--- config.mk ---
export PLATFORM = sky130hd
export DESIGN_NAME = merge_reduce_sequencer
export DESIGN_NICKNAME = d
export VERILOG_FILES = /design/src/rtl/merge_reduce_sequencer.sv
export SDC_FILE = /design/constraint.sdc
export NUM_CORES = 1
export LEC_CHECK = 0
export CORE_AREA = 2 2 187 189
export DETAILED_ROUTE_END_ITERATION = 7
export DIE_AREA = 0 0 189 191
export DONT_BUFFER_PORTS = 1
export GPL_TIMING_DRIVEN = 1
export HOLD_SLACK_MARGIN = 0.02
export SYNTH_ARGS = -nofsm -noshare
export SYNTH_HDL_FRONTEND = slang
export SYNTH_SLANG_ARGS = --single-unit
--- constraint.sdc ---
create_clock -name clk -period 1.95 [get_ports clk]
set_clock_uncertainty 0.15 [all_clocks]
set_input_delay 0.195 -clock clk [delete_from_list [all_inputs] [get_ports clk]]
set_output_delay 0.195 -clock clk [all_outputs]
set_load 0.03 [all_outputs]
--- src/rtl/merge_reduce_sequencer.sv ---
// merge_reduce_sequencer: folds the masked input heads of one merge node
// through a shared, externally pipelined float adder, in ascending port order.

`ifndef DW
`define DW 34
`endif
`ifndef BODY
`define BODY 2'b10
`endif

module merge_reduce_sequencer #(
    parameter logic [4:0] input_mask = 5'b0,
    parameter logic [4:0] output_sel = 5'b0,
    parameter int         CNT_W      = 16
) (
    input  logic             clk,
    input  logic             rstn,
    input  logic [`DW-1:0]   data_i [5],
    input  logic [4:0]       valid_i,
    output logic [4:0]       ready_o,
    output logic [`DW-1:0]   data_o [5],
    output logic [4:0]       valid_o,
    input  logic [4:0]       ready_i,
    output logic             add_req_o,
    output logic [`DW-3:0]   add_a_o,
    output logic [`DW-3:0]   add_b_o,
    input  logic [`DW-3:0]   add_res_i,
    input  logic             add_res_valid_i,
    output logic             busy_o,
    output logic [CNT_W-1:0] set_cnt_o,
    output logic             err_o
);

    localparam int FW = `DW - 2;

    typedef enum logic [1:0] {
        IDLE  = 2'd0,
        ISSUE = 2'd1,
        WAIT  = 2'd2,
        OUT   = 2'd3
    } state_t;

    state_t        state;
    logic [FW-1:0] acc;
    logic [2:0]    cur;

    logic [2:0]    first_idx;
    logic [2:0]    second_idx;
    logic          has_second;
    logic [2:0]    next_idx;
    logic          has_next;
    logic [FW-1:0] first_data;
    logic [FW-1:0] cur_data;
    logic          set_present;
    logic          out_fire;
    logic          unused_flit_bits;

    // Flit-type bits of the incoming heads carry no meaning here.
    assign unused_flit_bits = ^{data_i[0][`DW-1:FW], data_i[1][`DW-1:FW],
                                data_i[2][`DW-1:FW], data_i[3][`DW-1:FW],
                                data_i[4][`DW-1:FW]};

    // A set starts only once every participating head is present.
    assign set_present = (input_mask != 5'b0) &&
                         ((valid_i & input_mask) == input_mask);

    // Any selected downstream consumer accepting completes the output.
    assign out_fire = |(ready_i & output_sel);

    // Masked port order: first port, the one after it, and the one after cur.
    always_comb begin
        first_idx  = 3'd0;
        second_idx = 3'd0;
        has_second = 1'b0;
        next_idx   = 3'd0;
        has_next   = 1'b0;
        for (int i = 4; i >= 0; i--) begin
            if (input_mask[i]) begin
                first_idx = 3'(i);
            end
        end
        for (int i = 4; i >= 0; i--) begin
            if (input_mask[i] && (i > int'(first_idx))) begin
                second_idx = 3'(i);
                has_second = 1'b1;
            end
            if (input_mask[i] && (i > int'(cur))) begin
                next_idx = 3'(i);
                has_next = 1'b1;
            end
        end
    end

    // Operand muxes for the first pop and for the port currently being issued.
    always_comb begin
        first_data = '0;
        cur_data   = '0;
        for (int i = 0; i < 5; i++) begin
            if (first_idx == 3'(i)) begin
                first_data = data_i[i][FW-1:0];
            end
            if (cur == 3'(i)) begin
                cur_data = data_i[i][FW-1:0];
            end
        end
    end

    // Pop strobes: first port on set detection, current port at issue.
    always_comb begin
        ready_o = '0;
        unique case (state)
            IDLE: begin
                if (set_present) begin
                    ready_o = 5'b1 << first_idx;
                end
            end
            ISSUE: begin
                ready_o = 5'b1 << cur;
            end
            default: begin
                ready_o = '0;
            end
        endcase
    end

    assign add_req_o = (state == ISSUE);
    assign add_a_o   = add_req_o ? acc : '0;
    assign add_b_o   = add_req_o ? cur_data : '0;
    assign valid_o   = (state == OUT) ? output_sel : 5'b0;
    assign busy_o    = (state != IDLE);

    // Result flit on the selected ports, an empty body flit elsewhere.
    always_comb begin
        for (int i = 0; i < 5; i++) begin
            data_o[i] = {`BODY, (valid_o[i] ? acc : {FW{1'b0}})};
        end
    end

    // Sequencer: capture first operand, then one outstanding add at a time.
    always_ff @(posedge clk) begin
        if (!rstn) begin
            state     <= IDLE;
            acc       <= '0;
            cur       <= '0;
            set_cnt_o <= '0;
            err_o     <= 1'b0;
        end else begin
            if (add_res_valid_i && (state != WAIT)) begin
                err_o <= 1'b1;
            end
            unique case (state)
                IDLE: begin
                    if (set_present) begin
                        acc <= first_data;
                        if (has_second) begin
                            cur   <= second_idx;
                            state <= ISSUE;
                        end else begin
                            state <= OUT;
                        end
                    end
                end
                ISSUE: begin
                    state <= WAIT;
                end
                WAIT: begin
                    if (add_res_valid_i) begin
                        acc <= add_res_i;
                        if (has_next) begin
                            cur   <= next_idx;
                            state <= ISSUE;
                        end else begin
                            state <= OUT;
                        end
                    end
                end
                OUT: begin
                    if (out_fire) begin
                        set_cnt_o <= set_cnt_o + 1'b1;
                        state     <= IDLE;
                    end
                end
                default: begin
                    state <= IDLE;
                end
            endcase
        end
    end

endmodule
==> run_results.csv, run 1 <==
group,metric,value,unit
outcome,status,"finished clean",
worst_setup_path,cp_slowest_cell,"dfxtp_2",
timing,fin_crit_sh,94.48,%
worst_hold_path,worstHoldPathCells,2,
layout,final_cells,961,
clock_tree,clk_latency,0.31,ns
placed_design,place_inst,919,
route,via_per_inst,2.417,
worst_setup_path,crit_type,"reg2out",
worst_setup_path,cp_data_required_time,1.60,ns
timing,rsz0062_at_grt,"false",
power,p_sw,1.342,mW
clock_tree,cts_root_buf,"clkbuf_16",
timing,setup_tns,0,ns
global_routing,grt-ovfl-total,0,
placed_design,port_buffers,0,
clock_tree,cts_tree,"yes",
layout,antenna_cells,0,
global_routing,grt_pass1_wl,12.21,mm
power,power-per-cell-area,657.2,mW/mm^2
route,avgRoutedWirePerCell,9.494,um
layout,syn2layout_area_growth,29.65,%
worst_hold_path,hold_start,"add_res_valid_i",
power,p_sw_share,46.43,%
synth,synth_area_per_cell,7.947,sq um
clock_tree,cts_sinks,35,
floorplan,die_w,189,um
layout,register_area,701.9,sq um
layout,nets,724,
layout,num-fill-cells,3869,
worst_setup_path,crit_fanout,44,
floorplan,die_area,0.03610,sq mm
worst_setup_path,start_kind,"flip-flop",
route,vias,2323,
timing,finalCriticalPeriod,1.842,ns
global_routing,grt_pass1_vias,2034,
floorplan,coreArea,0.03412,sq mm
power,ir_drop,0.3615,mV
timing,final-setup-viol-count,0,
worst_setup_path,cpMostUsedCell,"buf_12",
synth,yosysUniqueCellTypes,17,
global_routing,track_usage,4.906,%
worst_setup_path,worstSetupEndpointType,"output port",
worst_setup_path,timing.rr.start,"state[0]$_SDFFE_PN0P_",
worst_setup_path,crit_family,"buffers and inverters",
worst_setup_path,critical_path_cell_count,5,
synth,synth_warnings,0,
global_routing,antenna_found_initial,1,
synth,syn_inst,427,
route,first_pass_iters,4,
timing,maxSlewViolCount,0,
placed_design,gp_congestion,0.6936,
layout,final_util,12.89,%
power,power_frac_seq,28.9,%
worst_setup_path,worst-path-buf-inv,3,
worst_hold_path,worstHoldEndpoint,"state[0]$_SDFFE_PN0P_",
power,power.leakage,1.882,nW
worst_setup_path,ff2ff_setup_slack,0.27,ns
worst_setup_path,crit_arrival,1.50,ns
route,drcViolationCount,0,
layout,multiInputGateArea,0.001848,sq mm
placed_design,place_area,0.003874,sq mm
synth,yosysSeqAreaShare,20.65,%
worst_setup_path,worst_r2r_path_depth,5,
worst_setup_path,worstPathCellList,"inv_1 > ha_4 > buf_12 > and2_1 > buf_12",
timing,hold_violations,0,
power,intPower,1.549,mW
synth,synth_seq_cells,35,
worst_setup_path,critPathMaxStageDelay,0.34,ns
clock_tree,clock_path_buffers,2,
clock_tree,cts_max_level,2,
run,maxCapViolCount,0,
timing,worst_hold_slack,0.05193,ns
power,combinationalPowerShare,39.4,%
timing,fmax,542.8,MHz
layout,fin_area,0.004399,sq mm
floorplan,ios,478,
route,routed_wl,9.124,mm
worst_setup_path,r2r_end,"err_o$_SDFFE_PN0P_",
synth,syn_area,0.003393,sq mm
floorplan,fp-row-count,68,
layout,drive_above_1_share,19.96,%
route,drt_first_iter_violations,26,
power,pwr-share-clk,31.7,%
placed_design,dpl.hpwl,6.646,mm
floorplan,die_h,191,um
floorplan,floorplan.initialDensity,9.946,%
clock_tree,numCtsBuffers,5,
worst_hold_path,hp-class,"in2reg",
clock_tree,cts.clk_slew.worst_paths,0.07,ns
global_routing,grt_max_degree,45,
route,ant_nets,0,
-- worst max path at each step --
stage | end | start
2_1_floorplan | add_b_o[31] | state[1]$_SDFFE_PN0P_
3_3_place_gp | add_b_o[12] | state[1]$_SDFFE_PN0P_
3_5_place_dp | add_b_o[2] | state[1]$_SDFFE_PN0P_
4_1_cts | add_a_o[15] | state[1]$_SDFFE_PN0P_
5_1_grt | add_a_o[9] | state[1]$_SDFFE_PN0P_
6_report | add_b_o[12] | state[1]$_SDFFE_PN0P_
-- layout make-up --
class	count	area share (%)
Inverter	4	0.3413
Sequential cell	35	15.96
Tap cell	455	12.94
Clock buffer	5	2.844
Multi-Input combinational cell	368	42.01
Timing Repair Buffer	91	25.37
Clock inverter	3	0.5404
-- placed cells by master, fill, tap and decap left out --
cell	n
o21ai_0	1
mux2i_1	1
dfxtp_2	1
nand2_1	66
nor2b_1	1
dlygate4sd3_1	33
a21boi_0	3
and2_4	1
a21boi_2	30
inv_6	1
ha_1	3
ha_4	1
o21a_1	1
nand2_2	1
inv_1	4
dfxtp_1	34
conb_1	195
buf_12	28
and2_1	63
clkbuf_16	5
clkinvlp_4	2
buf_4	30
and2_2	1
-- registers in the layout, indices dropped and copies added (netlist names) --
name,flops
acc,32
err_o,1
state,2
-- cell families after synthesis --
| group | Yosys count | synth area share (%) |
|---|---|---|
| compound gates | 35 | 10.99 |
| fa+ha+maj | 4 | 1.475 |
| buf+inv | 217 | 46.79 |
| flops | 35 | 20.65 |
| mux | 1 | 0.2950 |
| other cells | 2 | 0.2213 |
| simple gates | 133 | 19.58 |
-- metrics by stage --
step	total power, mW	setup slack, ns
floorplan	2.014	0.1141
CTS	3.009	-0.005141
finish	2.891	0.1077
global route	3.127	0.009850
detailed placement	1.919	0.2372
global placement	1.901	0.3133
-- cell usage after synthesis --
cell,number,area (sq um)
ha_1,4,50.05
buf_6,4,45.04
clkbuf_1,7,26.28
nand2_1,67,251.5
o21a_1,1,7.510
buf_4,196,1471
mux2i_1,1,10.01
dfxtp_1,35,700.7
and2_1,65,406.6
nor2b_1,1,6.260
clkbuf_2,2,10.01
inv_1,4,15.01
conb_1,2,7.510
a21boi_0,3,22.52
a21boi_2,30,337.8
o21ai_0,1,5.000
buf_2,4,20.02
-- metal layers --
metal	up-vias	routed length, um	track usage (%)	part of all wire (%)
li1	1066	-	-	-
met1	1040	3092	4.701	34
met2	209	4878	9.031	53
met3	8	1018	2.405	11
met4	0	135	1.833	1.5
met5	-	0	0	0
-- power groups by stage --
| stage | clock (mW) | combinational, mW | sequential [mW] |
|---|---|---|---|
| after floorplan | 0 | 1.18 | 0.837 |
| after global routing | 1.04 | 1.23 | 0.848 |
| after CTS | 1.02 | 1.15 | 0.837 |
| final | 0.915 | 1.14 | 0.837 |
| after detailed placement | 0 | 1.07 | 0.854 |
| after global placement | 0 | 1.05 | 0.848 |
-- timing repair --
item                                   4_1_cts  5_1_grt
setup buffers                                0        0
cloned                                       0        0
setup endpoints to repair                   45       64
endpoints found under the hold margin       35        0
hold buffers                                34        0
gates resized for setup                      4        2
Power figures use the tool's default switching activity.
==> inputs of run 2 (changes only) <==
Settings changed: CELL_PAD_IN_SITES_DETAIL_PLACEMENT set to 1, CELL_PAD_IN_SITES_GLOBAL_PLACEMENT set to 1, CORE_AREA 2 2 187 189 to 2 2 188 190, DIE_AREA 0 0 189 191 to 0 0 190 192, PLACE_DENSITY_LB_ADDON set to 0.1, SKIP_LAST_GASP set to 1.
==> run_results.csv, run 2 (same netlist as run 1, synthesis figures left out) <==
group,metric,value,unit
outcome,status,"finished clean",
worst_hold_path,worstHoldPathCells,2,
timing,hold_violations,0,
global_routing,grt-ovfl-total,0,
route,avgRoutedWirePerCell,11.70,um
clock_tree,cts_root_buf,"clkbuf_16",
placed_design,port_buffers,0,
clock_tree,cts.clk_slew.worst_paths,0.06,ns
layout,largestRegisters,"acc: 32 flops, state: 2 flops, err_o: 1 flops",
worst_hold_path,worstHoldEndpoint,"state[0]$_SDFFE_PN0P_",
timing,finalCriticalPeriod,1.898,ns
power,power.leakage,1.841,nW
route,vias,2278,
power,p_sw,1.290,mW
clock_tree,numCtsBuffers,5,
placed_design,dpl.hpwl,7.532,mm
layout,most-common-layout-cells,"195 x conb_1, 66 x nand2_1, 38 x and2_1",
worst_hold_path,hold_start,"add_res_valid_i",
layout,antenna_cells,0,
floorplan,die_area,0.03648,sq mm
clock_tree,clock_path_buffers,2,
clock_tree,cts_max_level,2,
timing,maxSlewViolCount,0,
floorplan,fp-row-count,68,
timing,rsz0062_at_grt,"true",
global_routing,grt_pass1_vias,2222,
placed_design,gp_congestion,0.6500,
worst_setup_path,ff2ff_setup_slack,0.27,ns
worst_setup_path,cp_data_required_time,1.60,ns
layout,largest_reg_flops,32,
global_routing,grt_pass1_wl,14.26,mm
power,power_frac_seq,29.2,%
power,finalPower,2.871,mW
clock_tree,clk_latency,0.29,ns
layout,largest_register,"acc",
floorplan,coreArea,0.03429,sq mm
worst_setup_path,worstSetupEndpointType,"output port",
layout,syn2layout_area_growth,29.94,%
power,combinationalPowerShare,42.3,%
clock_tree,cts_tree,"yes",
timing,worst_hold_slack,0.05434,ns
route,first_pass_iters,4,
timing,final-setup-viol-count,0,
route,drt_first_iter_violations,29,
worst_setup_path,crit_fanout,7,
power,pwr-share-clk,28.5,%
floorplan,ios,478,
run,maxCapViolCount,0,
worst_setup_path,r2r_end,"acc[16]$_SDFFE_PN0P_",
route,routed_wl,11.00,mm
worst_hold_path,hp-class,"in2reg",
worst_setup_path,crit_arrival,1.55,ns
clock_tree,cts_sinks,35,
route,via_per_inst,2.423,
layout,final_common_cell,"conb_1",
power,power-per-cell-area,651.2,mW/mm^2
timing,fmax,526.8,MHz
floorplan,floorplan.initialDensity,9.896,%
route,ant_nets,0,
floorplan,die_h,192,um
route,drcViolationCount,0,
power,intPower,1.581,mW
global_routing,track_usage,5.531,%
worst_setup_path,timing.rr.start,"state[0]$_SDFFE_PN0P_",
worst_setup_path,crit_type,"reg2out",
power,ir_drop,0.2379,mV
global_routing,antenna_found_initial,4,
timing,fin_crit_sh,97.35,%
floorplan,die_w,190,um
power,p_sw_share,44.93,%
layout,nets,705,
global_routing,grt_max_degree,37,
layout,drive_above_1_share,21.86,%
worst_setup_path,worst_r2r_path_depth,7,
worst_setup_path,start_kind,"flip-flop",
==> run 2: changes by cell type in the layout (fill, tap and decap cells not counted), moves of 2 or more <==
| cell | change |
|---|---|
| buf_12 | +4 |
| bufbuf_16 | +2 |
| buf_4 | -27 |
| and2_2 | +23 |
| and2_1 | -25 |
| and2_4 | +2 |
| clkinvlp_4 | -2 |
==> run 2: worst max-delay path by stage <==
stage / startpoint / slack (ns) / to
after global routing: state[1]$_SDFFE_PN0P_ / -0.05 / add_b_o[20]
after global placement: state[0]$_SDFFE_PN0P_ / -0.03 / acc[28]$_SDFFE_PN0P_
final: state[1]$_SDFFE_PN0P_ / 0.05 / add_b_o[4]
after floorplan: state[1]$_SDFFE_PN0P_ / 0.11 / add_b_o[31]
after CTS: state[0]$_SDFFE_PN0P_ / -0.03 / add_a_o[27]
after detailed placement: state[0]$_SDFFE_PN0P_ / -0.03 / acc[28]$_SDFFE_PN0P_
==> run 2: critical path: stages, from the launching register on <==
cell and delay [ns]:
dfxtp_2 0.34, inv_2 0.06, ha_4 0.20, bufbuf_16 0.29, and2_2 0.22, buf_12 0.14
==> run 2: power groups by stage <==
stage / Clock (mW) / Sequential, mW / Combinational (mW)
2_1_floorplan: 0 / 0.837 / 1.18
3_3_place_gp: 0 / 0.849 / 1.08
3_5_place_dp: 0 / 0.851 / 1.08
4_1_cts: 0.902 / 0.839 / 1.22
5_1_grt: 0.917 / 0.847 / 1.32
6_report: 0.819 / 0.837 / 1.22
==> run 2: cell type report <==
| cell class | instances | area, sq um |
|---|---|---|
| sequential | 35 | 703.2 |
| tap | 455 | 569.3 |
| timing repair buffer | 72 | 1111 |
| fill | 4103 | 29880 |
| clock buffer | 6 | 128.9 |
| inverter | 4 | 15.01 |
| multi-input combinational | 368 | 1882 |
==> run 2: what timing repair did <==
| item | CTS | global route |
|---|---|---|
| hold buffers | 34 | 0 |
| setup endpoints to repair | 58 | 23 |
| hold endpoints to repair | 35 | 0 |
| cloned | 3 | 1 |
| pin swaps | 0 | 0 |
| gates resized for setup | 16 | 16 |
| setup buffers | 0 | 2 |
==> run 2: per-stage QoR <==
step	instance area [sq um]	TNS, ns	instances	utilization [%]	setup slack, ns
after global routing	4409	-0.7371	940	12.86	-0.05243
after global placement	3736	-0.03394	894	10.90	-0.03394
after floorplan	4118	0	620	-	0.1141
final	4409	0	940	12.86	0.05171
after detailed placement	3736	-0.03416	894	10.90	-0.03416
after CTS	4334	-0.4673	937	12.64	-0.03297
==> run 2: routing by layer <==
layer | routed length [um] | global-route usage, % | part of all wire, %
met1 | 3761 | 5.493 | 34
met2 | 5962 | 10.60 | 54
met3 | 1066 | 1.809 | 9.7
met4 | 185 | 2.147 | 1.7
met5 | 26 | 0 | 0.24
